<file path="src/rtl/pn9_chk_pkg.sv">
// Shared types and helpers for the PN9 (x^9+x^5+1) receive checker.
//   pn9_state_e  : checker FSM states
//   pn9_adv_t    : result of advancing a 9-bit PN9 history by N bits
//   pn9_advance  : unroll b[n] = b[n-9] ^ b[n-5] for N steps (msb-justified output)
//   popcount16   : number of set bits in a 16-bit vector
package pn9_chk_pkg;

  typedef enum logic [0:0] {
    SEARCH = 1'b0,
    LOCKED = 1'b1
  } pn9_state_e;

  localparam int unsigned N16      = 16;
  localparam int unsigned N14      = 14;
  localparam int unsigned WORD_W   = 16;
  localparam int unsigned HIST_W   = 9;
  localparam int unsigned WERR_W   = 5;
  localparam int unsigned SCNT_W   = 4;
  localparam logic [HIST_W-1:0] HIST_RST = 9'h1FF;

  typedef struct packed {
    logic [WORD_W-1:0] bits;
    logic [HIST_W-1:0] hist;
  } pn9_adv_t;

  // hist[0] is the newest bit, so b[n-9] = hist[8] and b[n-5] = hist[4].
  function automatic pn9_adv_t pn9_advance(input logic [HIST_W-1:0] hist,
                                           input int unsigned n);
    pn9_adv_t          res;
    logic [HIST_W-1:0] h;
    logic              nb;
    res.bits = '0;
    h        = hist;
    for (int unsigned i = 0; i < WORD_W; i++) begin
      if (i < n) begin
        nb                     = h[8] ^ h[4];
        res.bits[4'(15 - i)]   = nb;
        h                      = {h[HIST_W-2:0], nb};
      end
    end
    res.hist = h;
    return res;
  endfunction

  function automatic logic [WERR_W-1:0] popcount16(input logic [WORD_W-1:0] v);
    logic [WERR_W-1:0] c;
    c = '0;
    for (int unsigned i = 0; i < WORD_W; i++) begin
      c = c + {4'b0000, v[i]};
    end
    return c;
  endfunction

endpackage

</file>
<file path="src/rtl/pn9_chk_expect.sv">
// Combinational PN9 predictor: expected word, valid-bit mask and the
// history that results from consuming the word.
//   i_hist        : newest 9 stream bits, bit 0 newest
//   i_mode        : 1 = 16 bits per word, 0 = 14 bits in [15:2]
//   o_expected_c  : predicted msb-justified word
//   o_mask_c      : ones on the valid bit positions
//   o_next_hist_c : history after the predicted word
module pn9_chk_expect
  import pn9_chk_pkg::*;
(
  input  logic [HIST_W-1:0] i_hist,
  input  logic              i_mode,
  output logic [WORD_W-1:0] o_expected_c,
  output logic [WORD_W-1:0] o_mask_c,
  output logic [HIST_W-1:0] o_next_hist_c
);

  pn9_adv_t w_adv16;
  pn9_adv_t w_adv14;

  assign w_adv16 = pn9_advance(i_hist, N16);
  assign w_adv14 = pn9_advance(i_hist, N14);

  assign o_expected_c  = i_mode ? w_adv16.bits : w_adv14.bits;
  assign o_next_hist_c = i_mode ? w_adv16.hist : w_adv14.hist;
  assign o_mask_c      = i_mode ? 16'hFFFF : 16'hFFFC;

endmodule

</file>
<file path="config.mk">
export PLATFORM = sky130hd
export DESIGN_NAME = pn9_chk_expect
export DESIGN_NICKNAME = d
export VERILOG_FILES = /design/src/rtl/pn9_chk_pkg.sv /design/src/rtl/pn9_chk_expect.sv
export SDC_FILE = /design/constraint.sdc
export NUM_CORES = 1
export LEC_CHECK = 0
export BUFFER_PORTS_ARGS = -buffer_cell sky130_fd_sc_hd__buf_4
export CELL_PAD_IN_SITES_DETAIL_PLACEMENT = 1
export CELL_PAD_IN_SITES_GLOBAL_PLACEMENT = 1
export CORE_MARGIN = 4
export CORE_UTILIZATION = 27
export DETAILED_ROUTE_END_ITERATION = 8
export PLACE_DENSITY = 0.95
export SLEW_MARGIN = 20
export SYNTH_ARGS = -nofsm -noshare
export SYNTH_HDL_FRONTEND = slang
export SYNTH_SLANG_ARGS = --single-unit
</file>
<file path="constraint.sdc">
create_clock -name vclk -period 1.5
set_input_delay 0.15 -clock vclk [all_inputs]
set_output_delay 0.15 -clock vclk [all_outputs]
set_load 0.005 [all_outputs]
</file>
After elaboration in Yosys (flattened, before gate mapping)
Cells that the tools add are included.
{ "totals": {"ff_bits": 0, "inputBits": 10, "output_inout_bits": 41, "elab_cells": 19} }
{ "op_classes": {"mux": 3, "bitwise": 16} }
{ "op_table": {"columns": ["op", "count"], "rows": [
  ["1-bit bitwise XOR", 16],
  ["9-bit 2-to-1 mux", 1],
  ["2-bit 2-to-1 mux", 2]
]} }

Logic depth before layout (Yosys ltp)
{ "depth": {"ltp_word": 5, "depth_mapped": 5, "ltp_nobuf": 4} }

Worst setup path after synthesis
OpenSTA, ideal clock, no wires.
{ "synth_timing": {"path_type": "input -> output", "start": "input i_hist[4]", "end": "output o_next_hist_c[5]", "arrival_time_ps": 989, "required_time_ps": 1350, "setup_slack_ps": 361, "stages": 5, "path_buffers": 1, "path_cell_list": "buf_6 -> xor2_4 -> xnor2_1 -> inv_2 -> mux2_2"} }
{ "synth_via": {"elab_chain_len": 4} }
{ "synth_lines": {"columns": ["item", "line", "source"], "rows": [
  ["start, declared", "pn9_chk_expect.sv:11", "input logic [HIST_W-1:0] i_hist,"],
  ["1-bit bitwise XOR", null, null],
  ["via o_expected_c[15]", "pn9_chk_expect.sv:13", "output logic [WORD_W-1:0] o_expected_c,"],
  ["1-bit bitwise XOR (2 in series)", "pn9_chk_pkg.sv:36", "nb = h[8] ^ h[4];"],
  ["via o_expected_c[5]", "pn9_chk_expect.sv:13", null],
  ["9-bit 2-to-1 mux", "pn9_chk_expect.sv:25", "assign o_next_hist_c = i_mode ? w_adv16.hist : w_adv14.hist;"],
  ["end, declared", "pn9_chk_expect.sv:15", "output logic [HIST_W-1:0] o_next_hist_c"]
]} }
The timed path passes the listed nets, and every way through them passes these cells.

Worst setup path after layout
{ "layout_timing": {"start": "input i_hist[4]", "end": "output o_next_hist_c[5]"} }
{ "layout_via": {"elab_chain_len": 4} }
{ "layout_lines": {"columns": ["item", "line"], "rows": [
  ["1-bit bitwise XOR (3 in series)", "pn9_chk_pkg.sv:36"],
  ["9-bit 2-to-1 mux", "pn9_chk_expect.sv:25"]
]} }
Every way passes these cells.

==> results.md <==
- # fillers: 225
- Dpl cells: between 100 and 150
- Tmin final: 1.348 ns
- Leak: 0.3906 nW
- Status: finished, final reports clean
- GRT Total Usage: 0.09297
- Final worst path period share: 0.8986
- Post-synthesis cell count: 58
- Via Count: about 430
- Critical path capture point type: output pin
- RSZ-0062 raised after global routing: false
- Drt initial violations: 0
- First-pass GRT wire length: just under 2 mm
- Synth cell types: 20
- Core Footprint: 0.001783 sq mm
- Routed wl met2: 687 um
- Final setup vio count: 0
- Horiz. Die Dim: 52.12 um
- Die ar.: 0.002716 sq mm
- Startpoint Class: input port
- Die H: 52.12 um
- Critical Path Start: i_hist[4]
- I/O Pins: 51
- Hpwl dp: 1.255 mm
- Total area of sequential cells: 0 sq um
- Power per standard cell area: 521.3 mW/mm^2
- Seq/Total Area, Yosys: 0
- TNS Setup: 0 ns
- Crit path DAT: about 1.2 ns
- FF+latch count: 0
- Highest metal used: met3
- Antenna violations before repair: 0
- Cell count of the worst hold path: 3
- Port bufs: 37
- CLK BUF: 0
- Via density: 3.804
- Metal3 WL: 196 um
- Global route total overflow: 0
- Synth-to-Final Area Change: 38.33%
- Post-route insts no fill: 112
- Post-Route WL: 1.393 mm
- IR Drop Worst-Case VDD: between 0.0002 and 0.00025 V
- Post-CTS Setup Inserts: 0
- Gp weighted congestion: between 0.6 and 0.7
- WL met1: about 510 um
- Cell Area, Synth: 525.5 sq um
- Vias in the first global route: 409
- Crit path kind: in2out
- Resize count post-CTS: 0
- Area of the multi-input gates: 399.1 sq um
- Maxcap violations: 0
- Pin count of the biggest net entering global routing: 15
- Mean routed wirelength per cell: around 12 um
- Total iterations of the first detailed-routing run: 1
- Diodes inserted: 0
- Hold Path Sink: o_expected_c[11]
- Final ANT Viol Nets: 0
- Share of cells above drive strength 1: 0.5402
- Initial core utilization: 0.2947
- Worst Path Required: ~1.4 ns
- CP Max Fanout: 5
- Max Slew Vio Count: 0
- Final Hold Fails: 0
- Synthesis Warnings: 0
- Hold_sp: i_hist[0]
- Fmax: ~0.74 GHz
- Row count: 15
- Final nets: 99
- Hold Path Class: in2out
- Detailed-route DRC error count: 0
- CTS Hold Buffers Added: 0
- Syn_area_per_cell: 9.060 sq um
[where the power goes]
part / leakage (nW) / internal [W] / switching, W
combinational: 0.391 / 0.000215 / 0.000164
sequential: 0 / 0 / 0
clock: 0 / 0 / 0
total: 0.391 / 0.000215 / 0.000164
[through the flow]
stage          area [sq um]  worst slack [ns]  hold WS, ns  utilization  total power [W]
3_5_place_dp          726.9            0.1515       0.6187       0.4077        0.0003834
3_3_place_gp          726.9            0.1974       0.6158       0.4077        0.0003712
2_1_floorplan         574.3            0.3615       0.3592            -        0.0002114
5_1_grt               726.9           0.07622       0.6332       0.4077        0.0004159
6_report              726.9            0.1522       0.6175       0.4077        0.0003789
4_1_cts               726.9            0.1484       0.6190       0.4077        0.0003852
[how the worst max path moves through the flow]
stage / end / slack [ns] / cells past startpoint
floorplan: o_next_hist_c[5] / 0.36 / 5
global placement: o_next_hist_c[5] / 0.20 / 6
detailed placement: o_next_hist_c[5] / 0.15 / 6
CTS: o_next_hist_c[5] / 0.15 / 6
global route: o_next_hist_c[5] / 0.08 / 5
finish: o_next_hist_c[5] / 0.15 / 6
[cell usage in the layout (no fill, tap or decap)]
cell,Yosys,layout
xnor3_1,2,2
o21bai_1,1,1
nor2b_1,1,1
mux2i_1,3,3
xnor2_1,8,8
xor2_2,3,3
mux2_2,4,4
xor2_1,4,4
xor2_4,1,1
o21ai_1,1,1
inv_2,1,1
xnor2_2,1,1
buf_4,16,37
and2_1,1,1
inv_1,4,4
nand2_1,1,1
conb_1,1,14
[area by class of cell]
cell class                 count  area share
inverter                       5     0.02582
multi-input combinational     45      0.5491
tap                           25     0.04303
timing repair buffer          37      0.3821
[synth_stat cells]
cell / instances / area, sq um
xnor2_1: 8 / 70.07
xor2_1: 4 / 35.03
buf_2: 2 / 10.01
xnor2_2: 1 / 16.27
o21bai_1: 1 / 7.510
and2_1: 1 / 6.260
xor2_4: 1 / 27.53
clkbuf_1: 1 / 3.750
xnor3_1: 2 / 45.04
buf_4: 16 / 120.1
mux2i_1: 3 / 30.03
conb_1: 1 / 3.750
o21ai_1: 1 / 5.000
buf_6: 2 / 22.52
nor2b_1: 1 / 6.260
inv_1: 4 / 15.01
xor2_2: 3 / 48.80
inv_2: 1 / 3.750
nand2_1: 1 / 3.750
mux2_2: 4 / 45.04
[metal layers]
layer  vias to the layer above  global-route usage
met5                         -                   0
met4                         0                   0
met3                         0             0.02006
met2                        35              0.1715
met1                       189              0.1155
li1                        202                   -
[cell families (layout without fill, tap and decap cells)]
family,count (synthesis),after routing,share of synthesized area
xor+xnor,19,19,0.4619
mux,7,7,0.1429
compound gates,2,2,0.02381
buf+inv,26,42,0.3333
other cells,1,14,0.007136
simple gates,3,3,0.03096
[worst max-delay path, cell delays in order]
cell and delay (ns):
buf_4 0.15, xor2_4 0.20, xnor2_1 0.23, inv_2 0.06
mux2_2 0.27, buf_4 0.13
No activity file was read; power rests on OpenSTA's default activity.
